<file path="src/rtl/fetch_pkg.sv">
// Shared fetch-stage definitions: bubble instruction, FSM encoding and the
// 5-bit major opcode map (instr[6:2]) also consumed by the control unit.
package fetch_pkg;

  localparam logic [31:0] NOP_INSTR = 32'h0000_0013;  // addi x0,x0,0

  typedef enum logic [1:0] {
    ST_BOOT  = 2'd0,
    ST_FETCH = 2'd1,
    ST_HOLD  = 2'd2
  } fetch_state_e;

  localparam logic [4:0] OPC_LOAD   = 5'b00000;
  localparam logic [4:0] OPC_OP_IMM = 5'b00100;
  localparam logic [4:0] OPC_AUIPC  = 5'b00101;
  localparam logic [4:0] OPC_STORE  = 5'b01000;
  localparam logic [4:0] OPC_OP     = 5'b01100;
  localparam logic [4:0] OPC_LUI    = 5'b01101;
  localparam logic [4:0] OPC_BRANCH = 5'b11000;
  localparam logic [4:0] OPC_JALR   = 5'b11001;
  localparam logic [4:0] OPC_JAL    = 5'b11011;
  localparam logic [4:0] OPC_SYSTEM = 5'b11100;

  function automatic logic [4:0] opcode_of(input logic [31:0] instr);
    return instr[6:2];
  endfunction

endpackage

</file>
<file path="src/rtl/instr_skid_buf.sv">
// Single-entry skid buffer holding a fetched word (and its PC) that decode
// could not accept; clear wins over load.
module instr_skid_buf
  import fetch_pkg::*;
(
  input  logic        clk,
  input  logic        rst_n,
  input  logic        load,
  input  logic        clear,
  input  logic [31:0] load_pc,
  input  logic [31:0] load_instr,
  output logic        valid,
  output logic [31:0] pc,
  output logic [31:0] instr
);

  logic        valid_q, valid_d;
  logic [31:0] pc_q, pc_d;
  logic [31:0] instr_q, instr_d;

  always_comb begin
    valid_d = valid_q;
    pc_d    = pc_q;
    instr_d = instr_q;
    if (clear) begin
      valid_d = 1'b0;
    end else if (load) begin
      valid_d = 1'b1;
      pc_d    = load_pc;
      instr_d = load_instr;
    end
  end

  always_ff @(posedge clk or negedge rst_n) begin
    if (!rst_n) begin
      valid_q <= 1'b0;
      pc_q    <= 32'h0;
      instr_q <= NOP_INSTR;
    end else begin
      valid_q <= valid_d;
      pc_q    <= pc_d;
      instr_q <= instr_d;
    end
  end

  assign valid = valid_q;
  assign pc    = pc_q;
  assign instr = instr_q;

endmodule

</file>
<file path="src/rtl/fetch_unit.sv">
// Instruction fetch stage with IF/ID register and one-entry skid buffer.
// Optional FETCH_MISALIGN_TRAP_EN: misaligned redirects park the stage and raise Fetch_Misalign.
module fetch_unit
  import fetch_pkg::*;
#(
  parameter logic [31:0] RESET_PC = 32'h0000_0000
) (
  input  logic        Clk,
  input  logic        Rst_n,
  output logic        Imem_Req,
  output logic [31:0] Imem_Addr,
  input  logic        Imem_Ready,
  input  logic [31:0] Imem_Rdata,
  input  logic        Stall,
  input  logic        Flush,
  input  logic        Redirect,
  input  logic [31:0] Redirect_Pc,
  output logic        IF_ID_Valid,
  output logic [31:0] IF_ID_Pc,
  output logic [31:0] IF_ID_Instr,
  output logic [4:0]  IF_ID_Opcode,
  output logic        Fetch_Misalign
);

  fetch_state_e state_q, state_d;
  logic [31:0]  pc_q, pc_d;
  logic         if_id_valid_q, if_id_valid_d;
  logic [31:0]  if_id_pc_q, if_id_pc_d;
  logic [31:0]  if_id_instr_q, if_id_instr_d;
  logic         misalign_q, misalign_d;

  logic         skid_load, skid_clear, skid_valid;
  logic [31:0]  skid_pc, skid_instr;
  logic         redirect_bad;
  logic [31:0]  redirect_target;

  // PC is kept word aligned even when a misaligned target traps
  assign redirect_target = {Redirect_Pc[31:2], 2'b00};
`ifdef FETCH_MISALIGN_TRAP_EN
  assign redirect_bad = |Redirect_Pc[1:0];
`else
  logic unused_redirect_low;
  assign unused_redirect_low = ^Redirect_Pc[1:0];
  assign redirect_bad        = 1'b0;
`endif

  instr_skid_buf u_skid (
    .clk        (Clk),
    .rst_n      (Rst_n),
    .load       (skid_load),
    .clear      (skid_clear),
    .load_pc    (pc_q),
    .load_instr (Imem_Rdata),
    .valid      (skid_valid),
    .pc         (skid_pc),
    .instr      (skid_instr)
  );

  always_comb begin
    state_d       = state_q;
    pc_d          = pc_q;
    if_id_valid_d = if_id_valid_q;
    if_id_pc_d    = if_id_pc_q;
    if_id_instr_d = if_id_instr_q;
    misalign_d    = misalign_q;
    skid_load     = 1'b0;
    skid_clear    = 1'b0;

    if (Redirect) begin
      pc_d          = redirect_target;
      if_id_valid_d = 1'b0;
      if_id_instr_d = NOP_INSTR;
      skid_clear    = 1'b1;
      misalign_d    = redirect_bad;
      state_d       = redirect_bad ? ST_HOLD : ST_FETCH;
    end else if (misalign_q) begin
      state_d = ST_HOLD;  // parked until an aligned redirect arrives
    end else if (Flush) begin
      if (skid_valid || (state_q == ST_FETCH && Imem_Ready)) pc_d = pc_q + 32'd4;
      if_id_valid_d = 1'b0;
      if_id_instr_d = NOP_INSTR;
      skid_clear    = 1'b1;
      state_d       = ST_FETCH;
    end else begin
      case (state_q)
        ST_BOOT: state_d = ST_FETCH;
        ST_FETCH: begin
          if (Imem_Ready && !Stall) begin
            if_id_valid_d = 1'b1;
            if_id_pc_d    = pc_q;
            if_id_instr_d = Imem_Rdata;
            pc_d          = pc_q + 32'd4;
          end else if (Imem_Ready) begin
            skid_load = 1'b1;
            state_d   = ST_HOLD;
          end else if (!Stall) begin
            if_id_valid_d = 1'b0;
            if_id_instr_d = NOP_INSTR;
          end
        end
        ST_HOLD: begin
          if (!Stall) begin
            if_id_valid_d = skid_valid;
            if_id_pc_d    = skid_pc;
            if_id_instr_d = skid_valid ? skid_instr : NOP_INSTR;
            pc_d          = pc_q + 32'd4;
            skid_clear    = 1'b1;
            state_d       = ST_FETCH;
          end
        end
        default: state_d = ST_BOOT;
      endcase
    end
  end

  always_ff @(posedge Clk or negedge Rst_n) begin
    if (!Rst_n) begin
      state_q       <= ST_BOOT;
      pc_q          <= RESET_PC;
      if_id_valid_q <= 1'b0;
      if_id_pc_q    <= 32'h0;
      if_id_instr_q <= NOP_INSTR;
      misalign_q    <= 1'b0;
    end else begin
      state_q       <= state_d;
      pc_q          <= pc_d;
      if_id_valid_q <= if_id_valid_d;
      if_id_pc_q    <= if_id_pc_d;
      if_id_instr_q <= if_id_instr_d;
      misalign_q    <= misalign_d;
    end
  end

  assign Imem_Req       = (state_q == ST_FETCH);
  assign Imem_Addr      = pc_q;
  assign IF_ID_Valid    = if_id_valid_q;
  assign IF_ID_Pc       = if_id_pc_q;
  assign IF_ID_Instr    = if_id_instr_q;
  assign IF_ID_Opcode   = opcode_of(if_id_instr_q);
  assign Fetch_Misalign = misalign_q;

endmodule

</file>
<file path="config.mk">
export PLATFORM = sky130hd
export DESIGN_NAME = fetch_unit
export DESIGN_NICKNAME = d
export VERILOG_FILES = /design/src/rtl/fetch_pkg.sv /design/src/rtl/instr_skid_buf.sv /design/src/rtl/fetch_unit.sv
export SDC_FILE = /design/constraint.sdc
export NUM_CORES = 1
export LEC_CHECK = 0
export ABC_AREA = 0
export BUFFER_PORTS_ARGS = -buffer_cell sky130_fd_sc_hd__buf_2
export CAP_MARGIN = 40
export CORE_MARGIN = 3
export CORE_UTILIZATION = 59
export DETAILED_ROUTE_END_ITERATION = 12
export PLACE_DENSITY = 0.84
export SLEW_MARGIN = 5
export SYNTH_ARGS = -nofsm -noshare
export SYNTH_HDL_FRONTEND = slang
export SYNTH_HIERARCHICAL = 1
export SYNTH_SLANG_ARGS = --single-unit
</file>
<file path="constraint.sdc">
create_clock -name Clk -period 7.1 [get_ports Clk]
set_input_delay 1.065 -clock Clk [delete_from_list [all_inputs] [get_ports Clk]]
set_output_delay 1.065 -clock Clk [all_outputs]
set_load 0.05 [all_outputs]
</file>
# Yosys cells after proc, flatten, opt, wreduce, memory -nomap -nowiden
# Index checks and enable logic that the tools add are counted.
[classes] addsub=1 eq_ne=11 n_mux=41 bitwise=3 n_reduce_logical=13
[op_table] cell="2-to-1 mux 32 bit" n=14
[op_table] cell="case mux 32 bit (2 select lines)" n=3
[op_table] cell="adder 32 x 3 -> 32 bit, second input constant" n=1
[op_table] cell="2-to-1 mux 1 bit" n=17
[op_table] cell="2-to-1 mux 2 bit" n=5
[op_table] cell="!= test 5 x 2 -> 1 bit, second input constant" n=2
[op_table] cell="!= test 4 x 1 -> 1 bit, second input constant" n=2
[op_table] cell="!= test 4 bit, second input constant" n=2
[op_table] cell="AND reduction 4 bit" n=2
[op_table] cell="case mux 2 bit (3 select lines)" n=1
[op_table] cell="AND reduction 5 bit" n=1
[op_table] cell="nonzero test 2 bit" n=2
[op_table] cell="nonzero test 4 bit" n=1
[op_table] cell="!= test 3 x 1 -> 1 bit, second input constant" n=1
[op_table] cell="NOT 1 bit" n=3
[op_table] cell="AND reduction 3 bit" n=1
[op_table] cell="equality test 2 x 1 -> 1 bit, second input constant" n=1
[op_table] cell="equality test 2 bit, second input constant" n=1
[op_table] cell="logical AND 1 bit" n=2
[op_table] cell="logical NOT 2 bit" n=1
[op_table] cell="!= test 2 x 1 -> 1 bit, second input constant" n=1
[op_table] cell="!= test 2 bit, second input constant" n=1
[op_table] cell="case mux 1 bit (2 select lines)" n=1
[op_table] cell="AND reduction 2 bit" n=1
[op_table] cell="2 further kinds" n=2
[totals] ff_bits=164 in_bits=70 out_inout_bits=104

# Longest topological paths before layout
# Gate-level depths: netlist (run 1).
[depth] ltp_word=8 mapped_depth=10

# Hierarchy
# Netlist (run 1), hierarchy kept.
[modules_own_cells] mod="fetch_unit" n_inst=1 cells_each=581 area_each_um2=5257.5 seq_area_each_um2=2431.1
[modules_own_cells] mod="instr_skid_buf" n_inst=1 cells_each=139 area_each_um2=2737.6 seq_area_each_um2=1630.3

# Worst setup path before layout (run 1)
# OpenSTA, ideal clock, no wires.
[synth_timing] path_type="input port to flip-flop" from="input port Redirect" to="register u_skid.instr_q[10] (netlist: u_skid/instr[10])" t_arrival_ps=2722 required_time_ps=6975 path_slack_ps=4253 path_stages=9 n_path_buf=5 cell_sequence="clkbuf_1 -> or2_2 -> clkbuf_1 -> clkbuf_1 -> nor2_1 -> nor2b_4 -> buf_12 -> buf_12 -> mux2_4"
[synth_between] word_cells_on_any_way=4 classes_between="mux: 2; bitwise: 1; reduce/logical: 1"
[synth_rtl] item="from (decl)" line_no="fetch_unit.sv:16" text="input logic Redirect,"
[synth_rtl] item="2-to-1 mux 1 bit" line_no="fetch_unit.sv:69" text="if (Redirect) begin"
[synth_rtl] item="via skid_load" line_no="fetch_unit.sv:32" text="logic skid_load, skid_clear, skid_valid;"
[synth_rtl] item="AND reduction 2 bit (no line)"
[synth_rtl] item="to (signal assigned)" line_no="instr_skid_buf.sv:42" text="instr_q <= instr_d;"
[synth_rtl] item="to (decl)" line_no="instr_skid_buf.sv:19" text="logic [31:0] instr_q, instr_d;"
# The timed path passes the listed nets, and every way through them passes these cells.
# A chain may end at the register's enable or synchronous reset.

# Worst setup path after layout (run 1)
[layout_timing] from="input port Redirect" to="register u_skid.pc_q[28] (netlist: u_skid/pc[28])"
[layout_between] elab_chain_cells=3 word_cells_on_any_way=4 classes_between="mux: 2; bitwise: 1; reduce/logical: 1"
[layout_rtl] item="2-to-1 mux 1 bit" line_no="fetch_unit.sv:69"
[layout_rtl] item="via skid_clear" line_no="fetch_unit.sv:32"
[layout_rtl] item="NOT 1 bit (no line)"
[layout_rtl] item="AND reduction 2 bit (no line)"
[layout_rtl] item="to (signal assigned)" line_no="instr_skid_buf.sv:41" text="pc_q <= pc_d;"
[layout_rtl] item="to (decl)" line_no="instr_skid_buf.sv:18" text="logic [31:0] pc_q, pc_d;"
# The timed path passes the listed nets, and every way through them passes these cells.

==> results of run 1 <==
-- state kept, by name (all words and copies together), names as in the netlist --
signal / count
IF_ID_Pc: 32
Imem_Addr: 30
u_skid/pc: 32
IF_ID_Valid: 1
IF_ID_Instr: 32
u_skid/valid: 1
state_q: 2
u_skid/instr: 32
-- how the worst max path moves through the flow --
stage,start,slack (ps),cells after the start,endpoint
2_1_floorplan,Redirect,4250,9,u_skid/instr[10]$_DFFE_PN0P_
3_3_place_gp,Redirect,3580,6,u_skid/pc[30]$_DFFE_PN0P_
3_5_place_dp,Redirect,3460,6,u_skid/pc[28]$_DFFE_PN0P_
4_1_cts,Redirect,3870,6,u_skid/pc[28]$_DFFE_PN0P_
5_1_grt,Redirect,3690,6,u_skid/pc[31]$_DFFE_PN0P_
6_report,Redirect,3810,6,u_skid/pc[28]$_DFFE_PN0P_
-- cell usage after synthesis (3+ instances only) --
master    number  share of area
dfrtp_1      156           0.49
nand2_1       63          0.030
mux2_4        60           0.11
nor2_1        56          0.026
o21ai_0       50          0.031
nor3_1        40          0.025
clkbuf_1      38          0.018
mux2i_1       31          0.039
a221oi_1      29          0.032
nand3_1       16          0.010
o22ai_1       15          0.012
a22oi_1       11          0.010
inv_1         11         0.0052
a21oi_1       10         0.0063
and3_1        10         0.0078
buf_2         10         0.0063
nand4_1       10         0.0078
buf_4          8         0.0075
buf_12         7          0.018
ha_1           7          0.011
nor4_1         7         0.0055
a211oi_1       6         0.0056
and2_1         6         0.0047
dfstp_2        6          0.020
a21boi_0       5         0.0047
and4_1         5         0.0055
nor2b_1        5         0.0039
a311oi_1       4         0.0044
mux2_2         4         0.0056
a22o_1         3         0.0033
o221ai_1       3         0.0033
-- cells by family after synthesis --
kind of cell	Yosys count
other	1
and+or+nand+nor	231
AOI/OAI and AO/OA	149
DFF	162
muxes	95
buffers and inverters	75
adders and majority gates	7
-- layer usage --
| layer | up-vias | wire length, um | GRT usage |
|---|---|---|---|
| met4 | 0 | 414 | 0.109 |
| met2 | 251 | 10100 | 0.454 |
| li1 | 2895 | - | - |
| met5 | - | 0 | 0 |
| met1 | 3208 | 8330 | 0.355 |
| met3 | 42 | 1270 | 0.0677 |
-- area by class of cell --
| class | instances | area, um^2 |
|---|---|---|
| Antenna cell | 1 | 2.50 |
| Clock buffer | 25 | 465 |
| Clock inverter | 7 | 87.6 |
| Fill cell | 917 | 3510 |
| Inverter | 11 | 41.3 |
| Multi-Input combinational cell | 487 | 3530 |
| Sequential cell | 162 | 4060 |
| Tap cell | 172 | 215 |
| Timing Repair Buffer | 179 | 1020 |
-- report_power, final --
group          internal (uW)  leakage [uW]  switching [uW]
combinational            280       0.00211             583
clock                    525      0.000269             352
sequential              1100       0.00206             151
-- critical path, delay by kind of cell --
family | cells | cell delay [ps]
simple gates | 2 | 800
compound gates | 1 | 350
mux | 1 | 410
buf+inv | 2 | 930
-- metrics by stage --
step	util	setup slack (ps)	hold WS, ps	std cells
final	0.729	3810	473	1044
after global routing	0.729	3690	518	1044
after CTS	0.728	3870	480	1043
after detailed placement	0.686	3460	466	1011
after global placement	0.675	3580	457	1005
after floorplan	-	4250	480	724
==> flow_summary.json, run 1 <==
{
  "synthSimpleGateAreaFrac": 0.143,
  "cpMaxStageDelayCell": "nor2_1",
  "crit_fanout": 48,
  "grt_max_degree": 97,
  "leakage_uw": 0.00444,
  "numCtsBuffers": 17,
  "hold_viol": 0,
  "placed_area_um2": 8860,
  "required_ps": 7400,
  "ys_async_sr_fraction": 1.00,
  "ant_nets": 0,
  "post-route-period-util": 0.463,
  "drtIter0Drc": 649,
  "layout.nets": 935,
  "first_pass_iters": 5,
  "maxCapViolations": 0,
  "synth-compound-area-share": 0.125,
  "setup-tns-final_ps": 0,
  "slew_headroom": 0.389,
  "clk_latency_ps": 430,
  "crit_chain": "buf_2 -> nor2_1 -> o21ai_0 -> nor2b_4 -> buf_4 -> mux2_2",
  "clock-sinks": 162,
  "antenna_found_initial": 1,
  "grt_pass1_wl_um": 32500,
  "layout_commonest_cell": "buf_2",
  "die_w_um": 122,
  "synth_enable_flop_cells": 0,
  "num_rows": 41,
  "design_area_um2": 9420,
  "synth-seq-area-share": 0.508,
  "routed-via-count": 6396,
  "slowest_delay_ps": 620,
  "rr_endpoint": "Imem_Addr[19]$_DFFE_PN0P_",
  "synth.area.mux_share": 0.157,
  "synthToLayoutAreaGrowth_pct": 17.8,
  "cts.repair.resized": 0,
  "cts_htree_levels": 4,
  "synth_cell_types": 52,
  "post_cts_buffers": 0,
  "drcViolationCount": 0,
  "syn_inst": 720,
  "synth_top_family_by_area": "multiplexers",
  "yosys_warnings": 6,
  "cts_tree": "built",
  "die_area_um2": 15000,
  "core_um2": 12900,
  "synth-adder-area-share": 0.0110,
  "grt_pass1_vias": 6455,
  "clkTransAtPathRegs_ps": 60,
  "path_class": "input pin to flop",
  "grt_setup_unrepaired": "false",
  "outcome": "complete, no violations",
  "cp-start-kind": "input pin",
  "ios": 174,
  "portBuffers": 168,
  "synth_area_um2": 8000,
  "dp.final_hpwl_um": 13400,
  "hold_end": "IF_ID_Pc[22]$_DFFE_PN0P_",
  "ff2ff_setup_slack_ps": 4360,
  "total_power_uw": 2990,
  "wl_per_cell_um": 19.3,
  "powerDensity_nw_per_um2": 317,
  "hold_buffers": 0,
  "gp_congestion": 0.828,
  "fin_crit_ps": 3290,
  "worst_pin_slew_ps": 916,
  "synth-xor-area-share": 0,
  "max_freq_mhz": 304,
  "overflow": 0,
  "grtUsageTotal": 0.276,
  "drt_wl_total_um": 20200,
  "min-delay-start": "IF_ID_Pc[22]$_DFFE_PN0P_",
  "ys_seq_elements": 162,
  "setup_viol": 0,
  "die_h_um": 122,
  "start_util": 0.618,
  "end_kind": "flop",
  "final_cell_mix": "buf_2 (167), dfrtp_1 (156), nand2_1 (63)",
  "syn_area_per_cell_um2": 11.1,
  "worstReg2RegStart": "state_q[0]$_DFFE_PN0P_",
  "final-max-slew-violation-count": 0,
  "whs_path_depth": 2,
  "drive_above_1_share": 0.330,
  "hold_class": "flop to flop",
  "worstPathArrival_ps": 3590,
  "clock_path_buffers": 2,
  "fin_skew_ps": 11.4,
  "cts_root_buffer": "clkbuf_16",
  "routed_via_density": 6.13,
  "ir_drop_mv": 0.239,
  "synth_top_flop_cell": "dfrtp_1",
  "rr_worst_depth": 9
}
Note: power is estimated with default switching activity, not from simulation.
==> run 2: changes to the inputs <==
- ABC_AREA: 0 -> 1
- CORE_UTILIZATION: 59 -> 55
- PLACE_DENSITY: 0.84 -> 0.78
- clock period: 7.1 -> 3.2 ns (I/O delays scaled with it)
==> run 2 against run 1 <==
Setup slack lost 2900 ps. Highest routed layer is now met5. Cell area grew 0.92%. Sequential share of layout area shrank 0.39 points. Critical endpoint is now u_skid/pc[20]$_DFFE_PN0P_. Non-clock buffer count grew 4. Sequential cell count is the same. Clock-buffer cell count shrank 2. Clock power grew 110%. Hold slack lost 410 ps.
==> flow_summary.json, run 2 <==
{
  "outcome": "complete, no violations",
  "antenna_cells": 0,
  "wl_per_cell_um": 15.4,
  "routed-via-count": 7455,
  "synthTopCellsByArea": "dfrtp_1 (48%), nand2_1 (18%), nand3_1 (6.4%), nor2_1 (5.4%), a22oi_1 (2.7%)",
  "dp.final_hpwl_um": 13900,
  "clock-sinks": 162,
  "portBuffers": 168,
  "layout_commonest_cell": "nand2_1",
  "worstPathArrival_ps": 2570,
  "rr_endpoint": "u_skid/pc[20]$_DFFE_PN0P_",
  "ys_async_sr_fraction": 1.00,
  "ios": 174,
  "die_area_um2": 16300,
  "post-route-period-util": 0.708,
  "final_cell_mix": "nand2_1 (383), buf_2 (167), dfrtp_1 (156)",
  "layout.nets": 1255,
  "placed_cells": 1339,
  "placed_area_um2": 8970,
  "first_pass_iters": 5,
  "post_cts_buffers": 0,
  "yosys.area.top_type": "dfrtp_1",
  "setup_viol": 0,
  "grt_setup_unrepaired": "false",
  "clkTransAtPathRegs_ps": 60,
  "ys_seq_elements": 162,
  "overflow": 0,
  "powerDensity_nw_per_um2": 742,
  "cts_root_buffer": "clkbuf_16",
  "hold_buffers": 0,
  "cts.repair.resized": 0,
  "synth_common_cells": "nand2_1 (384), dfrtp_1 (156), nor2_1 (117)",
  "synth_area_um2": 8140,
  "maxCapViolations": 0,
  "drt_wl_total_um": 21100,
  "yosys_warnings": 6,
  "crit_fanout": 34,
  "grt_pass1_wl_um": 34300,
  "drcViolationCount": 0,
  "die_h_um": 128,
  "worst_pin_slew_ps": 735,
  "drive_above_1_share": 0.206,
  "ff2ff_setup_slack_ps": 930,
  "syn_area_per_cell_um2": 7.84,
  "finalNonFillerCells": 1371,
  "synth_top_area_frac": 0.480,
  "leakage_uw": 0.00486,
  "num_rows": 43,
  "design_area_um2": 9510,
  "synthToLayoutAreaGrowth_pct": 16.8,
  "routed_via_density": 5.44,
  "end_kind": "flop",
  "max_freq_mhz": 441,
  "syn_inst": 1038,
  "numCtsBuffers": 17,
  "drtIter0Drc": 641,
  "die_w_um": 128,
  "fin_crit_ps": 2270,
  "start_util": 0.575,
  "grtUsageTotal": 0.260,
  "final-max-slew-violation-count": 0,
  "setup-tns-final_ps": 0,
  "synth-seq-area-share": 0.499,
  "fin_skew_ps": 7.63,
  "gp_congestion": 0.880,
  "clk_latency_ps": 420,
  "cts_tree": "built",
  "yosysMostFrequentCell": "nand2_1",
  "clock_path_buffers": 2,
  "hold_viol": 0,
  "cp-start-kind": "flop",
  "antenna_found_initial": 1,
  "slew_headroom": 0.510,
  "path_class": "flop to flop",
  "grt_pass1_vias": 6935,
  "synth_enable_flop_cells": 0,
  "rr_worst_depth": 8,
  "ant_nets": 0,
  "grt_max_degree": 69,
  "hold_class": "input pin to asynchronous set/reset pin",
  "ir_drop_mv": 0.407,
  "synth_top_flop_cell": "dfrtp_1",
  "worstReg2RegStart": "state_q[1]$_DFFE_PN0P_",
  "cts_htree_levels": 4,
  "synth_cell_types": 34,
  "core_um2": 14100,
  "required_ps": 3500
}
## run 2: cell types whose count changed in the layout (fill, tap and decap cells not counted), sizes merged, moves of 9 or more
cell and delta:
a31oi +30, nand4 -11, nand2 +323, a22oi +18, and3 -10, nor2 +66
mux2i -31, mux2 -64, nand3 +88, inv +31, a221oi -29, o22ai -9
nor3 -40
## run 2: worst max-delay path: stages (launching register included)
cell	delay (ps)
dfrtp_1	410
inv_1	140
ha_1	220
nand2_1	90
nor4_2	300
nand2_2	500
buf_12	370
nand2_1	70
nand2_1	60
## run 2: cell type report
type                       count  area [um^2]
tap                          180          225
clock buffer                  23          478
multi-input combinational    772         3520
inverter                      42          158
timing repair buffer         183         1000
sequential                   162         4060
clock inverter                 9         57.6
fill                        1216         4640
## run 2: power by group
part	switching (uW)	leakage, uW	internal, uW
clock	796	0.000251	1050
combinational	1690	0.00259	566
sequential	430	0.00202	2530
## run 2: worst max-delay path by stage
stage                           start                          end  slack [ps]  cells past startpoint
2_1_floorplan  state_q[1]$_DFFE_PN0P_  IF_ID_Instr[23]$_DFFE_PN0P_        1180                     10
3_3_place_gp                 Redirect  IF_ID_Instr[26]$_DFFE_PN0P_         860                      9
3_5_place_dp                 Redirect  IF_ID_Instr[20]$_DFFE_PN0P_         890                      8
4_1_cts        state_q[0]$_DFFE_PN0P_  IF_ID_Instr[20]$_DFFE_PN0P_         910                      8
5_1_grt        state_q[0]$_DFFE_PN0P_   IF_ID_Instr[5]$_DFFE_PN0P_         730                      8
6_report       state_q[1]$_DFFE_PN0P_    u_skid/pc[20]$_DFFE_PN0P_         930                      8
## run 2: through the flow
stage	hold WS, ps	utilization	total power [uW]	setup WS (ps)
2_1_floorplan	184	-	4580	1180
3_3_place_gp	449	0.632	5170	865
3_5_place_dp	458	0.634	5240	887
4_1_cts	77.7	0.672	7080	909
5_1_grt	97.9	0.672	7420	734
6_report	58.2	0.672	7050	934
## run 2: logic make-up after synthesis
group | synth area share
simple gates | 0.306
fa+ha+maj | 0.0108
buf+inv | 0.0715
flops | 0.499
compound gates | 0.111
other cells | 0.000461
xor+xnor | 0.00108
## run 2: per-layer routing
| metal | global-route usage | vias to the layer above | part of all wire |
|---|---|---|---|
| li1 | - | 3641 | - |
| met3 | 0.0456 | 39 | 0.074 |
| met1 | 0.358 | 3475 | 0.44 |
| met2 | 0.424 | 298 | 0.47 |
| met5 | 0 | - | 0.00033 |
| met4 | 0.0805 | 2 | 0.016 |
==> run 3: changes to the inputs <==
- CORE_UTILIZATION: 55 -> 50
- PLACE_DENSITY: 0.78 -> 0.75
- clock period: 3.2 -> 1.86 ns (I/O delays scaled with it)
==> run 3 against run 2 <==
Cell area rose by 5.9%. Sequential power grew 70%. Register-to-register slack worse by 850 ps. First-iteration DRC count shrank 1.9%. Hold slack gained 30 ps. Largest power group unchanged. Die area up 9.5%. Utilization fell by 3.8 points. Global-route usage shrank 1.6 points. Clock skew grew 2.1 ps. Clock-buffer cell count down 3.
==> flow_summary.json, run 3 (same netlist as run 2, synthesis figures left out) <==
{
  "drcViolationCount": 0,
  "finalNonFillerCells": 1441,
  "clk_latency_ps": 430,
  "ios": 174,
  "fin_skew_ps": 9.75,
  "cts_tree": "built",
  "cp-start-kind": "flop",
  "worstPathArrival_ps": 2110,
  "end_kind": "flop",
  "fill_cells": 1420,
  "start_util": 0.512,
  "swShare": 0.407,
  "portBuffers": 168,
  "setup_viol": 0,
  "layout_commonest_cell": "nand2_1",
  "post-route-period-util": 0.956,
  "fin_crit_ps": 1780,
  "grt_pass1_wl_um": 35400,
  "synthToLayoutAreaGrowth_pct": 23.7,
  "core_um2": 15900,
  "hold_class": "input pin to flop",
  "routed_via_density": 5.31,
  "cts_htree_levels": 4,
  "die_area_um2": 17800,
  "die_w_um": 134,
  "num_rows": 46,
  "required_ps": 2190,
  "first_pass_iters": 5,
  "worst_pin_slew_ps": 513,
  "routed-via-count": 7649,
  "max_freq_mhz": 563,
  "clock-sinks": 162,
  "multi_input_area_um2": 3550,
  "dp.final_hpwl_um": 14700,
  "antenna_found_initial": 0,
  "p_switching_uw": 5130,
  "p_clk_frac": 0.274,
  "wl_per_cell_um": 15.3,
  "grt_pass1_vias": 7153,
  "clock_path_buffers": 2,
  "hold_viol": 0,
  "ir_drop_mv": 0.733,
  "grt_max_degree": 58,
  "crit_fanout": 30,
  "p_int_uw": 7480,
  "powerDensity_nw_per_um2": 1250,
  "crit_family": "buffers and inverters",
  "maxCapViolations": 0,
  "setup-tns-final_ps": 0,
  "cts_root_buffer": "clkbuf_16",
  "drive_above_1_share": 0.235,
  "final_cell_mix": "nand2_1 (383), buf_2 (167), dfrtp_1 (154)",
  "ant_nets": 0,
  "power_frac_comb": 0.327,
  "setup_ws_ps": 82.5,
  "critPathBufInv": 5,
  "die_h_um": 134,
  "cpMaxStageDelayCell": "dfrtp_1",
  "leakage_uw": 0.00512,
  "pre_cts_ws_ps": 62.3,
  "gp_congestion": 0.849,
  "antenna_cells": 0,
  "slowest_delay_ps": 350,
  "path_class": "flop to flop",
  "layout.nets": 1289,
  "drt_wl_total_um": 22000,
  "outcome": "complete, no violations",
  "slew_headroom": 0.658,
  "ff2ff_setup_slack_ps": 80,
  "clkTransAtPathRegs_ps": 60,
  "drtIter0Drc": 629,
  "seq_area_um2": 4060,
  "seqPwrFrac": 0.398,
  "grtUsageTotal": 0.244,
  "placed_cells": 1404,
  "final-max-slew-violation-count": 0,
  "overflow": 0,
  "crit_chain": "inv_1 -> ha_2 -> nand2_1 -> inv_1 -> buf_4 -> nor2_1 -> o21ai_2 -> inv_2 -> buf_12 -> nor2_1 -> a31oi_1",
  "numCtsBuffers": 17
}
run 3: cell types whose count changed in the layout (fill, tap and decap cells not counted), moves of 3 or more:
cell / previous run / this run
buf_12: 2 / 15
buf_4: 12 / 30
clkinv_4: 0 / 3
clkinvlp_4: 5 / 1
ha_1: 7 / 3
ha_2: 0 / 3
run 3: final timing paths:
check	start	endpoint	cells past startpoint
max in group asynchronous	Rst_n	IF_ID_Pc[29]$_DFFE_PN0P_	3
worst min register to register	u_skid/instr[1]$_DFFE_PN1P_	u_skid/instr[1]$_DFFE_PN1P_	2
worst max-delay path	state_q[0]$_DFFE_PN0P_	IF_ID_Pc[11]$_DFFE_PN0P_	11
worst max register to register	state_q[0]$_DFFE_PN0P_	IF_ID_Pc[11]$_DFFE_PN0P_	11
min in group asynchronous	Rst_n	IF_ID_Instr[3]$_DFFE_PN0P_	2
worst min-delay path	Imem_Rdata[4]	u_skid/instr[4]$_DFFE_PN1P_	3
run 3: layout make-up:
cell class                 instances  share of cell area
clock buffer                      20              0.0444
clock inverter                    12              0.0131
inverter                          42              0.0157
multi-input combinational        772               0.353
sequential                       162               0.404
tap                              216              0.0269
timing repair buffer             217               0.143
run 3: routing by layer:
layer	wire, um	GRT usage	up-vias
met2	10600	0.406	334
met4	506	0.0931	0
li1	-	-	3729
met3	1540	0.0344	36
met5	0	0	-
met1	9370	0.327	3550
run 3: power by group through the flow:
| stage | clock network (uW) | registers [uW] | logic [uW] |
|---|---|---|---|
| 2_1_floorplan | 0 | 6520 | 1370 |
| 6_report | 3460 | 5020 | 4130 |
| 3_3_place_gp | 0 | 5030 | 4030 |
| 3_5_place_dp | 0 | 5060 | 4100 |
| 5_1_grt | 3680 | 5140 | 4470 |
| 4_1_cts | 3500 | 5010 | 4120 |
run 3: timing repair:
item / 4_1_cts / 5_1_grt
buffers inserted: 0 / 2
endpoints found under the hold margin: 43 / 0
resized for setup: 0 / 9
hold buffers: 1 / 0
endpoints found under the setup margin: 0 / 101
run 3: worst register-to-register path: stages, from the launching register on:
cell	delay [ps]
dfrtp_1	350
inv_1	90
ha_2	220
nand2_1	70
inv_1	50
buf_4	130
nor2_1	120
o21ai_2	90
inv_2	110
buf_12	180
nor2_1	70
a31oi_1	200
run 3: per-stage QoR:
step,total power [uW],util,hold WS (ps),instance area [um^2]
finish,12600,0.634,88.2,10100
global route,13300,0.634,82.5,10100
CTS,12600,0.628,73.9,9970
detailed placement,9160,0.591,268,9380
global placement,9060,0.591,269,9380
floorplan,7890,-,-16.6,8160
